### config.mk
export PLATFORM = sky130hd
export DESIGN_NAME = lcd_char_writer_flat
export DESIGN_NICKNAME = d
export VERILOG_FILES = /design/src/rtl/lcd_char_writer_if.sv /design/src/rtl/lcd_char_writer.sv /design/src/flat_wrapper.sv
export SDC_FILE = /design/constraint.sdc
export NUM_CORES = 1
export LEC_CHECK = 0
export BUFFER_PORTS_ARGS = -buffer_cell sky130_fd_sc_hd__buf_4
export CORE_AREA = 2 2 77 79
export DETAILED_ROUTE_END_ITERATION = 7
export DIE_AREA = 0 0 79 81
export PLACE_DENSITY = 0.87
export SYNTH_ARGS = -nofsm -noshare
export SYNTH_HDL_FRONTEND = slang
export SYNTH_SLANG_ARGS = --single-unit
export TNS_END_PERCENT = 50
### constraint.sdc
create_clock -name clk -period 3.15 [get_ports clk]
set_input_delay 0 -clock clk [delete_from_list [all_inputs] [get_ports clk]]
set_output_delay 0 -clock clk [all_outputs]
set_load 0.005 [all_outputs]
### src/rtl/lcd_char_writer_if.sv
// Bus between lcd_char_writer, the HD44780 4-bit panel pins and the
// display-content mux that turns a DDRAM index into a character code.
interface lcd_char_writer_if;
  // index is driven one cycle before char is sampled, and char must be a pure
  // combinational function of index. ready is a level, not a handshake: it
  // rises once init completes and holds until reset.
  logic [7:0] char;
  logic [7:0] index;
  logic       rs;
  logic       rw;
  logic       enable;
  logic [3:0] lcd_data;
  logic       ready;
  logic [2:0] top_state;
  logic [2:0] byte_state;

  modport master (
    input  char,
    output index, rs, rw, enable, lcd_data, ready, top_state, byte_state
  );

  modport slave (
    output char,
    input  index, rs, rw, enable, lcd_data, ready, top_state, byte_state
  );
endinterface

### src/rtl/lcd_char_writer.sv
// HD44780 4-bit write-only front end: power-up init, then endless two-line refresh.
// Optional LCD_FRAME_DONE_EN adds a frame_done pulse after the last char of line 2.
module lcd_char_writer #(
  parameter int T_POWERUP = 750000,
  parameter int T_INIT1   = 205000,
  parameter int T_INIT2   = 5000,
  parameter int T_SETUP   = 2,
  parameter int T_EHIGH   = 12,
  parameter int T_GAP     = 50,
  parameter int T_CMD     = 2000,
  parameter int T_CLEAR   = 82000
) (
  input  logic clk,
  input  logic rst,
  lcd_char_writer_if.master bus
`ifdef LCD_FRAME_DONE_EN
  ,
  output logic frame_done
`endif
);

  function automatic int max2(input int a, input int b);
    return (a > b) ? a : b;
  endfunction

  localparam int T_MAX = max2(max2(max2(T_POWERUP, T_INIT1), max2(T_INIT2, T_SETUP)),
                              max2(max2(T_EHIGH, T_GAP), max2(T_CMD, T_CLEAR)));
  localparam int TW = $clog2(T_MAX + 1);

  typedef logic [TW-1:0] tmr_t;

  typedef enum logic [2:0] {
    PWR_WAIT = 3'd0,
    INIT_NIB = 3'd1,
    CFG      = 3'd2,
    SET_ADDR = 3'd3,
    WR_CHAR  = 3'd4
  } top_t;

  typedef enum logic [2:0] {
    B_IDLE  = 3'd0,
    B_SETUP = 3'd1,
    B_EHI   = 3'd2,
    B_GAP   = 3'd3,
    B_WAIT  = 3'd4,
    B_NEXT  = 3'd5
  } byte_t;

  top_t       top;
  byte_t      bst;
  tmr_t       timer;
  logic [1:0] step;
  logic       lower;
  logic       nib_only;
  logic [7:0] byte_q;
  logic       rs_q;
  logic       en_q;
  logic [3:0] data_q;
  logic [7:0] index_q;
  logic       ready_q;

  logic [7:0] next_byte;
  logic       next_rs;
  tmr_t       wait_len;
  logic [7:0] char_safe;

  // Next byte to send and the wait that follows the byte currently on the bus.
  always_comb begin
    char_safe = (bus.char < 8'h20) ? 8'h20 : bus.char;
    next_byte = 8'h00;
    next_rs   = 1'b0;
    wait_len  = tmr_t'(T_CMD - 1);
    case (top)
      INIT_NIB: begin
        next_byte = (step == 2'd3) ? 8'h20 : 8'h30;
        if (step == 2'd0)      wait_len = tmr_t'(T_INIT1 - 1);
        else if (step == 2'd1) wait_len = tmr_t'(T_INIT2 - 1);
      end
      CFG: begin
        case (step)
          2'd0:    next_byte = 8'h28;
          2'd1:    next_byte = 8'h06;
          2'd2:    next_byte = 8'h0C;
          default: next_byte = 8'h01;
        endcase
        if (step == 2'd3) wait_len = tmr_t'(T_CLEAR - 1);
      end
      SET_ADDR: next_byte = 8'h80 | index_q;
      WR_CHAR: begin
        next_byte = char_safe;
        next_rs   = 1'b1;
      end
      default: ;
    endcase
  end

  always_ff @(posedge clk or posedge rst) begin
    if (rst) begin
      top      <= PWR_WAIT;
      bst      <= B_IDLE;
      timer    <= tmr_t'(T_POWERUP - 1);
      step     <= 2'd0;
      lower    <= 1'b0;
      nib_only <= 1'b0;
      byte_q   <= 8'h00;
      rs_q     <= 1'b0;
      en_q     <= 1'b0;
      data_q   <= 4'h0;
      index_q  <= 8'h00;
      ready_q  <= 1'b0;
`ifdef LCD_FRAME_DONE_EN
      frame_done <= 1'b0;
`endif
    end else begin
`ifdef LCD_FRAME_DONE_EN
      frame_done <= 1'b0;
`endif
      case (bst)
        B_IDLE: begin
          if (timer == '0) begin
            top      <= INIT_NIB;
            step     <= 2'd0;
            nib_only <= 1'b1;
            lower    <= 1'b0;
            byte_q   <= 8'h30;
            rs_q     <= 1'b0;
            data_q   <= 4'h3;
            bst      <= B_SETUP;
            timer    <= tmr_t'(T_SETUP - 1);
          end else begin
            timer <= timer - tmr_t'(1);
          end
        end
        B_SETUP: begin
          if (timer == '0) begin
            en_q  <= 1'b1;
            bst   <= B_EHI;
            timer <= tmr_t'(T_EHIGH - 1);
          end else begin
            timer <= timer - tmr_t'(1);
          end
        end
        B_EHI: begin
          if (timer == '0) begin
            en_q <= 1'b0;
            if (nib_only || lower) begin
              bst   <= B_WAIT;
              timer <= wait_len;
            end else begin
              bst   <= B_GAP;
              timer <= tmr_t'(T_GAP - 1);
            end
          end else begin
            timer <= timer - tmr_t'(1);
          end
        end
        B_GAP: begin
          if (timer == '0) begin
            lower  <= 1'b1;
            data_q <= byte_q[3:0];
            bst    <= B_SETUP;
            timer  <= tmr_t'(T_SETUP - 1);
          end else begin
            timer <= timer - tmr_t'(1);
          end
        end
        B_WAIT: begin
          if (timer == '0) begin
            bst <= B_NEXT;
            // Advance the sequence; index moves here so char settles before it is latched.
            case (top)
              INIT_NIB: begin
                if (step == 2'd3) begin
                  top  <= CFG;
                  step <= 2'd0;
                end else begin
                  step <= step + 2'd1;
                end
              end
              CFG: begin
                if (step == 2'd3) top <= SET_ADDR;
                else              step <= step + 2'd1;
              end
              SET_ADDR: top <= WR_CHAR;
              WR_CHAR: begin
                if (index_q[3:0] == 4'hF) begin
                  top     <= SET_ADDR;
                  index_q <= index_q[6] ? 8'h00 : 8'h40;
`ifdef LCD_FRAME_DONE_EN
                  frame_done <= index_q[6];
`endif
                end else begin
                  index_q <= index_q + 8'd1;
                end
              end
              default: ;
            endcase
          end else begin
            timer <= timer - tmr_t'(1);
          end
        end
        B_NEXT: begin
          if (top == SET_ADDR) ready_q <= 1'b1;
          nib_only <= (top == INIT_NIB);
          lower    <= 1'b0;
          byte_q   <= next_byte;
          rs_q     <= next_rs;
          data_q   <= next_byte[7:4];
          bst      <= B_SETUP;
          timer    <= tmr_t'(T_SETUP - 1);
        end
        default: begin
          bst   <= B_IDLE;
          timer <= '0;
        end
      endcase
    end
  end

  assign bus.index      = index_q;
  assign bus.rs         = rs_q;
  assign bus.rw         = 1'b0;
  assign bus.enable     = en_q;
  assign bus.lcd_data   = data_q;
  assign bus.ready      = ready_q;
  assign bus.top_state  = top;
  assign bus.byte_state = bst;

endmodule

### src/flat_wrapper.sv
// flat-port wrapper written by rule: the top's interface ports become plain ports
module lcd_char_writer_flat 
#(
  parameter int T_POWERUP = 750000,
  parameter int T_INIT1   = 205000,
  parameter int T_INIT2   = 5000,
  parameter int T_SETUP   = 2,
  parameter int T_EHIGH   = 12,
  parameter int T_GAP     = 50,
  parameter int T_CMD     = 2000,
  parameter int T_CLEAR   = 82000
)
  (clk, rst, bus_char, bus_index, bus_rs, bus_rw, bus_enable, bus_lcd_data, bus_ready, bus_top_state, bus_byte_state);
  lcd_char_writer_if bus_i ();
  input  logic clk;
  input  logic rst;
  input wire logic [$bits(bus_i.char)-1:0] bus_char;
  output wire logic [$bits(bus_i.index)-1:0] bus_index;
  output wire logic [$bits(bus_i.rs)-1:0] bus_rs;
  output wire logic [$bits(bus_i.rw)-1:0] bus_rw;
  output wire logic [$bits(bus_i.enable)-1:0] bus_enable;
  output wire logic [$bits(bus_i.lcd_data)-1:0] bus_lcd_data;
  output wire logic [$bits(bus_i.ready)-1:0] bus_ready;
  output wire logic [$bits(bus_i.top_state)-1:0] bus_top_state;
  output wire logic [$bits(bus_i.byte_state)-1:0] bus_byte_state;
  assign bus_i.char = bus_char;
  assign bus_index = bus_i.index;
  assign bus_rs = bus_i.rs;
  assign bus_rw = bus_i.rw;
  assign bus_enable = bus_i.enable;
  assign bus_lcd_data = bus_i.lcd_data;
  assign bus_ready = bus_i.ready;
  assign bus_top_state = bus_i.top_state;
  assign bus_byte_state = bus_i.byte_state;
  lcd_char_writer #(.T_POWERUP(T_POWERUP), .T_INIT1(T_INIT1), .T_INIT2(T_INIT2), .T_SETUP(T_SETUP), .T_EHIGH(T_EHIGH), .T_GAP(T_GAP), .T_CMD(T_CMD), .T_CLEAR(T_CLEAR)) u_core (.clk(clk), .rst(rst), .bus(bus_i));
endmodule
======== Word level (Yosys, flattened, before mapping) ========
Index checks and enable logic that the tools add are counted.
word-level totals
  flip-flop bits (word level) ............. 49
  latch bits .............................. 0
  bits of input ports ..................... 10
  memory bits (writable) .................. 0
  bits in read-only memories .............. 0
  memories ................................ 0
cells by class
  bitwise logic cells ..................... 0
  $mul .................................... 0
  shift operators ......................... 0
  magnitude comparators ................... 1
  add/sub/neg operators ................... 3
  multiplexer cells ....................... 46
  div/mod/pow operators ................... 0
  equal/unequal tests ..................... 26
  reductions and logical operators ........ 17
operators with widths
  cell                                                                      count
  20-bit 2-to-1 mux                                                         6
  20-bit case mux with 5 select lines                                       1
  20-bit case mux with 2 select lines                                       1
  8-bit case mux with 4 select lines                                        1
  3-bit 2-to-1 mux                                                          9
  20-bit zero test                                                          1
  20-bit by 1-bit subtractor with 20-bit output (second input constant)     1
  6-bit case mux with 3 select lines                                        1
  17-bit 2-to-1 mux                                                         1
  8-bit 2-to-1 mux                                                          2
  3-bit case mux with 5 select lines                                        1
  13-bit 2-to-1 mux                                                         1
  3-bit by 2-bit equality test with 1-bit output (second input constant)    4
  4-bit 2-to-1 mux                                                          3
  2-bit by 1-bit inequality test with 1-bit output (second input constant)  6
  3-bit by 2-bit inequality test with 1-bit output (second input constant)  4
  3-bit case mux with 4 select lines                                        1
  4-bit case mux with 3 select lines                                        1
  3-bit equality test (second input constant)                               3
  3-bit AND reduction                                                       3
  8-bit by 1-bit adder with 8-bit output (second input constant)            1
  8-bit by 6-bit < comparator with 1-bit output (second input constant)     1
  2-bit 2-to-1 mux                                                          4
  2-bit case mux with 2 select lines                                        2
  25 further kinds                                                          34

======== Depth between registers and ports, before layout ========
Gate-level depths: netlist of the first run.
  depth in word-level cells ............... 7
  mapped depth ............................ 7
  mapped depth without buffers ............ 7

======== Least setup slack after synthesis of the first run ========
OpenSTA, ideal clock, no wires.
  path type ............................... reg-to-reg
  from .................................... reg u_core.timer[13]
  to ...................................... reg u_core.timer[1]
  path buffers ............................ 2
  setup time .............................. 0.085 ns
  period minus slack after synthesis ...... 2.181 ns
  arrival ................................. 2.097 ns
  path slack .............................. 0.969 ns
  cell stages (with the launch flop) ...... 8
  path through ............................ dfstp_2 > or4_4 > or3_1 > buf_6 > nor3_4 > buf_6 > mux2i_1 > o211ai_2
between the ends
  cells in the longest elaborated chain, start to end .. 3
ends and longest elaborated chain
  element                               line                    RTL
  start, declared                       lcd_char_writer.sv:51   tmr_t timer;
  start signal, assigned                lcd_char_writer.sv:101  timer <= tmr_t'(T_POWERUP - 1);
  start signal, assigned                lcd_char_writer.sv:129  timer <= tmr_t'(T_SETUP - 1);
  start signal, assigned                lcd_char_writer.sv:131  timer <= timer - tmr_t'(1);
  20-bit zero test (*)                  n/a
  20-bit 2-to-1 mux (on tied branches)  n/a
  20-bit case mux with 5 select lines   lcd_char_writer.sv:118  case (bst)
Every way passes the cells marked *; elsewhere a longest branch is shown, timed or not.
A chain may end at the register's enable or synchronous reset.

======== Final worst setup path of the first run ========
  from .................................... reg u_core.timer[13]
  to ...................................... reg u_core.index_q[2] (netlist: u_core.bus.index[2])
between the ends
  cells in the longest elaborated chain, start to end .. 2
ends and longest elaborated chain
  element                        line                    RTL
  20-bit zero test               lcd_char_writer.sv:168  if (timer == '0) begin
  3-bit AND reduction (no line)  n/a
  end signal, assigned           lcd_char_writer.sv:188  index_q <= index_q[6] ? 8'h00 : 8'h40;
  end signal, assigned           lcd_char_writer.sv:193  index_q <= index_q + 8'd1;
  end, declared                  lcd_char_writer.sv:59   logic [7:0] index_q;
No other way between the ends.

==> flow_metrics.tcl, run 1 <==
set metrics [dict create \
    place_congestion 0.920 \
    synth_area_leaders "dfrtp_1 (28%), dfstp_2 (11%), nor2_1 (3.6%)" \
    crit_slowest_cell "nor3_4" \
    vdd_ir_drop_max_uv 199 \
    grt_start_max_net_pins 50 \
    final_antenna_net_count 0 \
    cp_max_fo 16 \
    crit_type "reg -> reg" \
    power_density_mw_per_mm2 285 \
    antenna_found_initial 0 \
    cp.required_ns 3.37 \
    io_pins 32 \
    grt_pass1_vias 2787 \
    fmax_mhz 389 \
    slew_violations 0 \
    hold_viol 0 \
    synth-edff-count 0 \
    slew_headroom_pct 31.7 \
    fin_worst_skew_ns 0.0129 \
    setup_slack_ns 0.580 \
    fp.dieH_um 81 \
    core_mm2 0.00568 \
    p_sw_uw 230 \
    floorplan.die_area_mm2 0.00640 \
    synthArstFlopShare_pct 100 \
    initial_core_util_pct 56.8 \
    clkSinkCount 49 \
    grt_use_total_pct 26.6 \
    grt_pass1_wl_um 13400 \
    mostFrequentLayoutCell "buf_4" \
    worst_setup_path_start_kind "flop" \
    viasPerCell 6.40 \
    first_pass_iters 5 \
    yosys.area.top_type "dfrtp_1" \
    path_clk_slew_ns 0.09 \
    synth.distinct_cells 69 \
    cp.arrival_ns 2.79 \
    synth_fp_nets 364 \
    cp_cell_sequence "or4_4 -> or3_1 -> nor3_4 -> and3_1 -> xor2_1" \
    clockPowerShare_pct 36.1 \
    final_nets 397 \
    root_buffer "clkbuf_8" \
    holdCritPathClass "in -> reg" \
    setup_viol 0 \
    cts_tree "done" \
    power_mw 1.03 \
    final_util_pct 63.6 \
    status "finished, final reports clean" \
    drive_gt1_share_pct 22.2 \
    p_sw_share_pct 22.4 \
    cts_buffers 5 \
    maxCapViolCount 0 \
    seq_area_frac_synth_pct 38.5 \
    leakagePower_nw 1.58 \
    hpwl_um 5900 \
    insertion_delay_ns 0.31 \
    num_antenna_cells 0 \
    vias 2907 \
    yosysWarningCount 0 \
    drc 0 \
    max_stage_delay_ns 0.61 \
    power.internal_uw 797 \
    ys_ff_latch 49 \
    rsz0062_at_grt "no" \
    die_width_um 79 \
    worstMarginPinSlew_ns 1.02 \
    netlist_area_mm2 0.00322 \
    placementRows 28 \
    pre_cts_ws_ns 0.596 \
    syn_area_per_cell_um2 9.35 \
    final_cell_mix "buf_4 (38), dfrtp_1 (36), nor2_1 (31)" \
    synth.top_cell.area_share_pct 27.9 \
    drt-initial-drc-count 275 \
    wl_per_cell_um 17.7 \
    syn_inst 345 \
    synthFlopType "dfrtp_1" \
    finalSetupTns_ns 0 \
    area_growth_pct 11.9 \
    cp-end-kind "flop" \
    drt-total-wl_um 8030 \
    grt-ovfl-total 0 \
    cts.htree.levels 2 \
    layout_worst_path_cycle_share_pct 81.6 \
    cts_buffer_depth 2 \
    portBuffers 30 \
    share_comb_of_total_power_pct 2.7 \
    fin_crit_ns 2.57 \
    power.share.sequential_pct 61.2 \
]
-- area by class of cell --
class                      instances  area, um^2
clock buffer                       6        72.6
clock inverter                     2        15.0
fill                             516        2070
inverter                          10        37.5
multi-input combinational        270        1820
sequential                        49        1240
tap                               75        93.8
timing repair buffer              42         325
-- cell usage after synthesis (4+ instances only) --
cell and number:
xnor2_1 9, o21bai_1 4, nor2_1 31, nand4_1 9
nand3b_1 5, o21ai_0 15, dfrtp_1 36, inv_1 10
ha_1 9, o22ai_1 8, nand3_1 13, o31ai_1 4
clkbuf_8 4, o211ai_1 6, and2_1 4, nor3_1 10
nor2b_1 9, o2bb2ai_1 4, and3_1 7, xor2_1 9
dfstp_2 13, a21o_1 4, mux2i_1 7, nand2_1 19
a21oi_1 19, buf_1 4
-- flip-flops by register name, indices dropped and copies added (netlist names) --
register	cells
u_core.byte_q	4
u_core.nib_only	1
u_core.lower	1
u_core.bus.lcd_data	4
u_core.bus.index	8
u_core.bus.top_state	3
u_core.bus.enable	1
u_core.bus.ready	1
u_core.timer	20
u_core.bus.byte_state	3
u_core.step	2
u_core.bus.rs	1
-- power by group through the flow --
stage / logic [mW] / registers, mW / clock network (mW)
after floorplan: 0.0114 / 0.641 / 0
after global placement: 0.0234 / 0.641 / 0
after detailed placement: 0.0239 / 0.641 / 0
after CTS: 0.0277 / 0.629 / 0.377
after global routing: 0.0306 / 0.630 / 0.403
final: 0.0273 / 0.629 / 0.371
-- worst max-delay path: cells and delay by family, from the launching register on --
kind,cells,cell delay (ns)
flops,1,0.40
simple gates,4,1.95
xor+xnor,1,0.15
-- routing by layer --
| layer | wire length, um | vias to the layer above | track usage [%] | part of all wire [%] |
|---|---|---|---|---|
| met2 | 4020 | 135 | 46.1 | 50 |
| li1 | - | 1334 | - | - |
| met3 | 477 | 19 | 3.78 | 5.9 |
| met4 | 165 | 0 | 7.41 | 2.1 |
| met5 | 0 | - | 0 | 0 |
| met1 | 3370 | 1419 | 35.2 | 42 |
-- metrics by stage --
step / hold slack [ns] / instances / area [um^2]
6_report: 0.0176 / 454 / 3610
3_3_place_gp: 0.289 / 442 / 3480
2_1_floorplan: 0.179 / 345 / 3220
5_1_grt: 0.0262 / 454 / 3610
3_5_place_dp: 0.305 / 442 / 3480
4_1_cts: 0.00927 / 454 / 3610
-- what timing repair did --
action | 4_1_cts | 5_1_grt
hold endpoints to repair | 39 | 0
setup buffers | 0 | 0
resized for setup | 0 | 0
hold buffers | 4 | 0
endpoints found under the setup margin | 0 | 0
-- worst paths after layout --
kind / start / to / slack (ns) / depth (start not counted)
worst max-delay path: u_core.timer[13] / u_core.bus.index[2] / 0.58 / 5
worst min-delay path: bus_char[0] / u_core.byte_q[0] / 0.02 / 3
worst max register to register: u_core.timer[13] / u_core.bus.index[2] / 0.58 / 5
worst min register to register: u_core.byte_q[2] / u_core.byte_q[2] / 0.50 / 1
max in group asynchronous: rst / u_core.bus.index[2] / 2.02 / 3
min in group asynchronous: rst / u_core.bus.index[0] / 0.51 / 3
-- cell families (layout without fill, tap and decap cells) --
group / count (synthesis) / in the layout / share of synthesized area [%]
compound gates: 92 / 92 / 19.4
buf+inv: 26 / 60 / 4.97
flops: 49 / 49 / 38.5
other cells: 1 / 1 / 0.116
xor+xnor: 18 / 18 / 4.89
simple gates: 140 / 140 / 25.3
mux: 10 / 10 / 3.22
fa+ha+maj: 9 / 9 / 3.49
No activity file was read; power rests on OpenSTA's default activity.
==> run 2, diff against run 1 <==
Clock period 3.15 ns to 2.4 ns, I/O delays scaled along.
==> run 2 against run 1 <==
  * Power increased by 43%
  * Critical path depth increased by 1
  * Sequential cell count unchanged
  * Count of clock-buffer cells in the layout decreased by 1
  * Largest cell class unchanged
  * Largest power group unchanged
  * Highest routed layer unchanged
==> flow_metrics.tcl, run 2 (synthesized netlist as in run 1, its figures left out) <==
set metrics [dict create \
    maxCapViolCount 0 \
    grt_use_total_pct 27.9 \
    cp.arrival_ns 2.50 \
    cts_tree "done" \
    cp.required_ns 2.63 \
    cts.htree.levels 2 \
    worst_setup_path_start_kind "flop" \
    area_growth_pct 15.7 \
    mostFrequentLayoutCell "buf_4" \
    fin_worst_skew_ns 0.0108 \
    power_density_mw_per_mm2 394 \
    viasPerCell 6.33 \
    fp.dieH_um 81 \
    drive_gt1_share_pct 25.4 \
    first_pass_iters 5 \
    instances_no_fill 465 \
    portBuffers 30 \
    placementRows 28 \
    cts_buffers 5 \
    cp_max_fo 8 \
    wl_per_cell_um 18.0 \
    startpoint "u_core.timer[13]" \
    hp-start "bus_char[1]" \
    insertion_delay_ns 0.32 \
    holdCritPathClass "in -> reg" \
    finalSetupTns_ns 0 \
    num_antenna_cells 0 \
    grt-ovfl-total 0 \
    final_nets 408 \
    hold_viol 0 \
    timing.rr.start "u_core.timer[13]" \
    crit_type "reg -> reg" \
    clkSinkCount 49 \
    drc 0 \
    layout_worst_path_cycle_share_pct 94.9 \
    dp.cells 452 \
    setup_viol 0 \
    largest_register "u_core.timer" \
    place_congestion 0.913 \
    grt_pass1_wl_um 13800 \
    vias 2945 \
    status "finished, final reports clean" \
    cts_buffer_depth 2 \
    grt_start_max_net_pins 50 \
    floorplan.die_area_mm2 0.00640 \
    root_buffer "clkbuf_8" \
    cp-end-kind "flop" \
    rsz0062_at_grt "no" \
    power_mw 1.47 \
    slew_headroom_pct 32.9 \
    drt-total-wl_um 8350 \
    grt_pass1_vias 2825 \
    vdd_ir_drop_max_uv 375 \
    io_pins 32 \
    fmax_mhz 439 \
    leakagePower_nw 1.65 \
    path_clk_slew_ns 0.10 \
    slew_violations 0 \
    initial_core_util_pct 56.8 \
    antenna_found_initial 0 \
    final_antenna_net_count 0 \
    final_cell_mix "buf_4 (49), dfrtp_1 (36), nor2_1 (30)" \
    worstMarginPinSlew_ns 1.01 \
    final_util_pct 65.7 \
    core_mm2 0.00568 \
    fin_crit_ns 2.28 \
    worst_hold_slack_ns 0.00816 \
    hpwl_um 6010 \
    die_width_um 79 \
    largest_reg_flops 20 \
    drt-initial-drc-count 248 \
]
## run 2: worst max-delay path, cell delays in order (launching register included)
cell,delay (ns)
dfstp_2,0.40
or4_4,0.55
or3_4,0.45
nor3_4,0.22
buf_4,0.19
and3_1,0.19
xor2_1,0.19
## run 2: final cells by class
type / count / area [um^2]
clock buffers: 5 / 68.8
clock inverters: 3 / 46.3
fillers: 470 / 1940
inverters: 10 / 37.5
multi-input cells: 270 / 1830
flip-flops and latches: 49 / 1240
well taps: 75 / 93.8
repair buffers: 53 / 408
## run 2: per-layer routing
metal	up-vias	GRT usage, %	routed length (um)
met2	144	45.0	4020
met5	-	0	0
met3	30	5.33	543
met4	0	12.9	284
met1	1407	36.5	3500
li1	1364	-	-
## run 2: worst paths after layout
| check | end | slack [ns] | cells past startpoint |
|---|---|---|---|
| max | u_core.bus.index[2] | 0.12 | 6 |
| min reg2reg | u_core.byte_q[0] | 0.50 | 1 |
| max reg2reg | u_core.bus.index[2] | 0.12 | 6 |
| min in group asynchronous | u_core.bus.index[5] | 0.47 | 3 |
| min | u_core.byte_q[1] | 0.008 | 3 |
| max in group asynchronous | u_core.bus.byte_state[1] | 1.30 | 3 |
## run 2: repair_timing
item                                   4_1_cts  5_1_grt
setup buffers                                0        1
endpoints found under the hold margin       39        0
hold buffers                                 4        0
resized for setup                            0        3
setup endpoints to repair                    0       11
## run 2: per-stage QoR
step	instance area, um^2	worst slack, ns
2_1_floorplan	3220	0.219
3_3_place_gp	3560	0.123
3_5_place_dp	3560	0.0282
4_1_cts	3710	0.0260
5_1_grt	3730	0.0374
6_report	3730	0.121
## run 2: where the power goes
part           switching [mW]  leakage, nW  internal, mW
Combinational          0.0204        0.983        0.0146
Sequential                  0        0.612         0.826
Clock                   0.298       0.0543         0.312
